**src/rtl/pc_unit.sv**
```systemverilog
// Program counter, EPC and exception sequencer for the multicycle datapath.
// Selects the next PC, gates writes, and fetches the handler byte on an exception.
module pc_unit #(
  parameter int               WIDTH    = 32,
  parameter logic [WIDTH-1:0] RESET_PC = '0,
  parameter int               EXC_BASE = 253,
  parameter int               MEM_LAT  = 1
) (
  input  logic             clk_i,
  input  logic             reset_i,
  input  logic             pc_write_i,
  input  logic             pc_write_cond_i,
  input  logic             branch_cond_i,
  input  logic [2:0]       pc_source_i,
  input  logic [WIDTH-1:0] alu_result_i,
  input  logic [WIDTH-1:0] alu_out_i,
  input  logic [25:0]      jump_index_i,
  input  logic [WIDTH-1:0] mem_data_i,
  input  logic             exc_req_i,
  input  logic [1:0]       exc_code_i,
  output logic [WIDTH-1:0] pc_o,
  output logic [WIDTH-1:0] epc_o,
  output logic             exc_busy_o,
  output logic             exc_mem_rd_o,
  output logic [WIDTH-1:0] exc_mem_addr_o
);

  // state    | meaning
  // IDLE     | normal PC updates, exceptions accepted
  // EXC_RD   | handler byte read strobe, wait counter loaded
  // EXC_WAIT | counting down memory latency
  // EXC_LOAD | pc takes the handler byte from mem_data
  localparam logic [1:0] IDLE     = 2'd0;
  localparam logic [1:0] EXC_RD   = 2'd1;
  localparam logic [1:0] EXC_WAIT = 2'd2;
  localparam logic [1:0] EXC_LOAD = 2'd3;

  localparam logic [2:0] MEM_LAT_C = 3'(MEM_LAT);

  logic [1:0]       state_q, state_d;
  logic [WIDTH-1:0] pc_q, pc_d;
  logic [WIDTH-1:0] epc_q, epc_d;
  logic [WIDTH-1:0] addr_q, addr_d;
  logic [2:0]       cnt_q, cnt_d;
  logic             busy_q, rd_q;
  logic [WIDTH-1:0] next_pc;
  logic [1:0]       exc_off;
  logic             pc_en;

  always_comb begin
    next_pc = pc_q;
    case (pc_source_i)
      3'd0:    next_pc = alu_result_i;
      3'd1:    next_pc = {pc_q[WIDTH-1:28], jump_index_i, 2'b00};
      3'd2:    next_pc = mem_data_i;
      3'd3:    next_pc = alu_out_i;
      3'd4:    next_pc = epc_q;
      default: next_pc = pc_q;
    endcase
  end

  assign pc_en   = pc_write_i | (pc_write_cond_i & branch_cond_i);
  // code 0 is folded onto code 1 so it never addresses below the table
  assign exc_off = (exc_code_i == 2'd0) ? 2'd0 : exc_code_i - 2'd1;

  always_comb begin
    state_d = state_q;
    pc_d    = pc_q;
    epc_d   = epc_q;
    addr_d  = addr_q;
    cnt_d   = cnt_q;
    case (state_q)
      IDLE: begin
        if (exc_req_i) begin
          epc_d   = pc_q - WIDTH'(4);
          addr_d  = WIDTH'(EXC_BASE) + WIDTH'(exc_off);
          state_d = EXC_RD;
        end else if (pc_en) begin
          pc_d = next_pc;
        end
      end
      EXC_RD: begin
        cnt_d   = MEM_LAT_C;
        state_d = (MEM_LAT_C == 3'd0) ? EXC_LOAD : EXC_WAIT;
      end
      EXC_WAIT: begin
        if (cnt_q == 3'd1) begin
          cnt_d   = 3'd0;
          state_d = EXC_LOAD;
        end else begin
          cnt_d = cnt_q - 3'd1;
        end
      end
      EXC_LOAD: begin
        pc_d    = {{(WIDTH-8){1'b0}}, mem_data_i[7:0]};
        state_d = IDLE;
      end
      default: state_d = IDLE;
    endcase
  end

  always_ff @(posedge clk_i) begin
    if (reset_i) begin
      state_q <= IDLE;
      pc_q    <= RESET_PC;
      epc_q   <= '0;
      addr_q  <= '0;
      cnt_q   <= 3'd0;
      busy_q  <= 1'b0;
      rd_q    <= 1'b0;
    end else begin
      state_q <= state_d;
      pc_q    <= pc_d;
      epc_q   <= epc_d;
      addr_q  <= addr_d;
      cnt_q   <= cnt_d;
      busy_q  <= (state_d != IDLE);
      rd_q    <= (state_d == EXC_RD);
    end
  end

  assign pc_o           = pc_q;
  assign epc_o          = epc_q;
  assign exc_busy_o     = busy_q;
  assign exc_mem_rd_o   = rd_q;
  assign exc_mem_addr_o = addr_q;

endmodule

```
**config.mk**
```make
export PLATFORM = sky130hd
export DESIGN_NAME = pc_unit
export DESIGN_NICKNAME = d
export VERILOG_FILES = /design/src/rtl/pc_unit.sv
export SDC_FILE = /design/constraint.sdc
export NUM_CORES = 1
export LEC_CHECK = 0
export BUFFER_PORTS_ARGS = -buffer_cell sky130_fd_sc_hd__buf_2
export CAP_MARGIN = 5
export CORE_ASPECT_RATIO = 1.5
export CORE_MARGIN = 2
export CORE_UTILIZATION = 40
export DETAILED_ROUTE_END_ITERATION = 10
export PLACE_DENSITY_LB_ADDON = 0.05
export RECOVER_POWER = 50
export SLEW_MARGIN = 40
export SYNTH_ARGS = -nofsm -noshare
export SYNTH_HDL_FRONTEND = slang
export SYNTH_SLANG_ARGS = --single-unit
export TNS_END_PERCENT = 50
```
**constraint.sdc**
```tcl
create_clock -name clk_i -period 2.3 [get_ports clk_i]
set_clock_uncertainty 0.1 [all_clocks]
set_input_delay 0.345 -clock clk_i [delete_from_list [all_inputs] [get_ports clk_i]]
set_output_delay 0.345 -clock clk_i [all_outputs]
set_load 0.005 [all_outputs]
```
-- Word-level counts from Yosys, hierarchy flattened
Index checks and enable logic that the tools add are counted.
W data, S select, Z words.
- register bits after elaboration: 103
- input bits: 133
- output and inout bits: 98
- logic and storage cells: 47
- $add $sub $neg: 4
- equality and inequality tests: 14
- multiplexer cells: 10
- bitwise gates (word level): 2
- reductions and logical operators: 9
- operators with widths (cell ; number):
    $pmux W32 S5 ; 1
    $mux W32 ; 2
    $pmux W32 S2 ; 1
    $sub A32 B3 Y32 const B ; 1
    $add A8 B2 Y9 const A ; 1
    $pmux W2 S4 ; 1
    $eq A3 B1 Y1 const B ; 2
    $eq A3 B2 Y1 const B ; 2
    $mux W2 ; 3
    $ne A2 B2 Y1 const B ; 3
    $ne A6 B1 Y1 const B ; 1
    $pmux W3 S2 ; 1
    $reduce_bool A2 Y1 ; 3
    $ne A5 B1 Y1 const B ; 1
    $reduce_and A5 Y1 ; 1
    $eq A2 B1 Y1 const B ; 2
    $eq A2 B2 Y1 const B ; 2
    $logic_not A2 Y1 ; 2
    $reduce_and A4 Y1 ; 1
    $eq A3 B3 Y1 const B ; 1
    $logic_not A3 Y1 ; 1
    $mux W3 ; 1
    $sub A3 B1 Y3 const B ; 1
    $reduce_and A2 Y1 ; 1
    3 further kinds ; 3

-- Depth between registers and ports, before layout
- depth in word-level cells: 5
- gate-level depth with buffers: 8
- gate-level depth less buffers: 6

-- Least setup slack after synthesis
OpenSTA, ideal clock, no wires.
- kind: register -> register
- start point: register pc_q[2] (netlist: pc_o[2])
- end point: register epc_q[30] (netlist: epc_o[30])
- setup time: 0.092 ns
- arrival: 2.229 ns
- required time: 2.108 ns
- setup slack: -0.121 ns
- stages on the path, launching flop included: 8
- buffers on the path: 1
- clock period less this slack: 2.421 ns
- cells stage by stage: dfxtp_1 inv_1 ha_1 or4b_2 or4_1 clkbuf_1 o31a_1 nor4_1
- longest elaborated chain between the ends: 1
- ends and longest elaborated chain (item ; RTL line ; source):
    from (decl) ; 41 ; logic [WIDTH-1:0] pc_q, pc_d;
    from (signal assigned) ; 113 ; pc_q <= pc_d;
    $sub A32 B3 Y32 ; 75 ; epc_d = pc_q - WIDTH'(4);
    to (signal assigned) ; 114 ; epc_q <= epc_d;
    to (decl) ; 42 ; logic [WIDTH-1:0] epc_q, epc_d;
No other way between the ends.
A chain may end at the register's enable or synchronous reset.

-- Worst setup path in the final report
- start point: register pc_q[12] (netlist: pc_o[12])
- end point: register epc_q[19] (netlist: epc_o[19])
Same word-level chain as after synthesis.

==> impl_metrics.tcl <==
set metrics [dict create \
    status "completed" \
    dr_wl_met2_mm 8.55 \
    required_ns 2.47 \
    fin_crit_ns 2.30 \
    antenna_found_initial 0 \
    ir_drop_v 0.000452 \
    ant_nets 0 \
    synth_compound_area_share_pct 22.6 \
    synth_top_area_share_pct 30.0 \
    synth-edff-count 0 \
    synth-adder-area-share_pct 2.00 \
    wl_met1_mm 6.58 \
    initial_utilization_pct 40.5 \
    nets 950 \
    avgSynthCellArea_um2 8.51 \
    synth_top_family_by_area "compound AO/OA/AOI/OAI gates" \
    synth-simple-area-share_pct 19.0 \
    crit_slowest_cell "or4_4" \
    n_fill_cell 1210 \
    synth_top_area_cell "dfxtp_1" \
    postSynth.asyncResetShare_pct 0 \
    fp.dieW_um 95.4 \
    gr-total-overflow 0 \
    holdCritPathClass "input pin to flop" \
    ioPinCount 231 \
    clk_latency_ns 0.34 \
    cts_max_path_buffers 2 \
    numPortBuffers 207 \
    rsz0062_at_grt "yes" \
    final_area_mm2 0.00669 \
    synthMuxAreaShare_pct 15.3 \
    path_max_fanout 5 \
    crit_top_cell "or4_4" \
    top_layer_used "met4" \
    wl_per_cell_um 17.0 \
    cts_sinks 75 \
    arrival_ns 2.47 \
    slowest_delay_ns 0.60 \
    place.gp.congestion 0.816 \
    wirelength_mm 16.5 \
    syn_area_mm2 0.00501 \
    period_share_pct 99.9 \
    drive_gt1_share_pct 35.9 \
    grt_max_degree 85 \
    postCtsSetupBuffers 0 \
    maxSlewViolCount 0 \
    setup_violations 0 \
    finalHoldWorstSlack_ns 0.180 \
    p_total_w 0.00646 \
    ys_top_cells_by_area "dfxtp_1 30%, mux4_2 8.5%, mux2i_1 5.4%" \
    cp-start-kind "flop" \
    die_h_um 141 \
    syn_inst 589 \
    final_hold_viol_count 0 \
    cts_tree "done" \
    fp.coreArea_mm2 0.0124 \
    max_freq_ghz 0.435 \
    critPathKind "flop to flop" \
    synthDistinctLibCells 56 \
    vias 5350 \
    tightest_slew_ns 0.552 \
    die-area_mm2 0.0135 \
    leakagePower_nw 2.96 \
    clk_pin_slew_worst_paths_ns 0.06 \
    cts_buffers 9 \
    yosys_warnings 0 \
    max_slew_margin_pct 63.0 \
    synthXorXnorAreaFrac_pct 1.92 \
    antenna_cells 0 \
    clockRootBuffer "clkbuf_16" \
    cp_cell_sequence "or4_4, or4_4, buf_6, or4_4, a31oi_1" \
    seq_area_frac_synth_pct 30.0 \
    cp-end-kind "flop" \
    avgViaCountPerCell 5.52 \
    grt_use_total_pct 24.3 \
    synthFlopType "dfxtp_1" \
    max_cap_violations 0 \
    p_per_area_mw_per_mm2 966 \
    first_global_vias 5034 \
    syn_to_final_growth_pct 33.5 \
    place_area_mm2 0.00641 \
    row_count 50 \
    drc_errors 0 \
    firstDrtPassIters 4 \
    ctsHoldBuffers 0 \
    grt_pass1_wl_mm 25.6 \
    dr_wl_met3_mm 1.00 \
    cts_htree_levels 3 \
    dpl.hpwl_mm 12.6 \
    ys_ff_latch 75 \
    drt_iter0_drc 243 \
]
[report_power, final]
group	switching [W]	internal, W	leakage, nW
combinational	0.00160	0.00146	2.20
sequential	0.000310	0.00165	0.616
clock	0.000593	0.000848	0.142
[sequential cells by signal, summed over array words and instances, names as in the netlist]
signal and flops:
epc_o 32, cnt_q 3, exc_mem_addr_o 4, exc_mem_rd_o 1
state_q 2, pc_o 32, exc_busy_o 1
[kinds of logic (layout without fill, tap and decap cells)]
kind of cell,after synthesis,in the layout
AO/OA/AOI/OAI,165,165
XOR/XNOR,11,11
adder cells (fa/ha/maj),8,8
buffers and inverters,94,296
flip-flops,75,75
multiplexers,52,52
other,1,23
AND/OR/NAND/NOR,183,184
[synth_stat cells (all sizes together) (7+ instances only)]
master and number:
nor2b 7, or3 8, a22o 20, nand3 12
inv 18, dfxtp 75, a21oi 37, nor3 18
a311oi 13, a211oi 8, mux2i 27, ha 8
xnor2 9, nor4 10, nand3b 8, a31oi 10
clkbuf 40, nand2 33, o21ai 31, nor2 52
buf 35, or4 9, mux4 19
[per-layer routing]
layer  GRT usage, %  vias up
li1               -     2622
met5              0        -
met3           3.42       22
met2           43.7      190
met4           7.82        0
met1           29.3     2516
[layout make-up]
class                      count  area [µm²]  area share (%)
clock buffer                   9         225            3.37
inverter                      19        71.3            1.07
sequential                    75        1510            22.5
clock inverter                 7        76.3            1.14
tap                          156         195            2.92
multi-input combinational    443        3190            47.7
timing repair buffer         261        1430            21.3
[placed cells by master (no fill, tap or decap), types with 6 or more instances in the layout]
cell type	Yosys	layout
nor3b_1	6	6
mux2i_1	27	27
nand2_1	33	33
nand3b_1	8	8
clkbuf_1	40	30
dfxtp_1	75	72
nand3_1	12	12
nor4_1	10	9
xnor2_1	9	9
mux4_2	19	19
a31oi_1	10	10
buf_2	1	188
a211oi_1	8	8
nor3_1	18	18
clkbuf_16	0	9
buf_4	28	35
a311oi_1	13	11
ha_1	8	8
o31ai_1	6	6
conb_1	1	23
o21ai_0	31	31
a21o_1	6	6
nor2_1	52	50
a21oi_1	37	37
or4_4	3	6
inv_1	18	18
or3_1	8	8
o211ai_1	6	6
nor2b_1	7	7
mux2_2	6	6
a22o_1	20	20
[stage by stage]
step | setup WS [ns] | setup TNS [ns] | utilization [%] | instances
2_1_floorplan | 0.0430 | 0 | - | 611
3_3_place_gp | -0.0319 | -0.0378 | 51.7 | 953
3_5_place_dp | -0.0697 | -0.144 | 51.8 | 953
4_1_cts | -0.00534 | -0.00534 | 54.4 | 970
5_1_grt | -0.0579 | -0.132 | 54.0 | 970
6_report | 0.00123 | 0 | 54.0 | 970
[worst paths after layout]
check | start | end | slack, ns | cells past startpoint
worst max-delay path | pc_o[12] | epc_o[19] | 0.001 | 5
worst min-delay path | mem_data_i[1] | pc_o[1] | 0.18 | 3
worst max register to register | pc_o[12] | epc_o[19] | 0.001 | 5
worst min register to register | exc_mem_addr_o[1] | exc_mem_addr_o[1] | 0.36 | 2
[worst max-delay path, delay by kind of cell, from the launching register on]
kind	cells	cell delay, ns
flops	1	0.31
simple gates	3	1.55
buf+inv	1	0.15
compound gates	1	0.13
[repair_timing]
action	in CTS	in global routing
gates cloned	1	0
pin swaps	6	2
resized for setup	3	6
setup endpoints to repair	8	11
hold endpoints to repair	0	0
(Power assumes the default switching activity.)
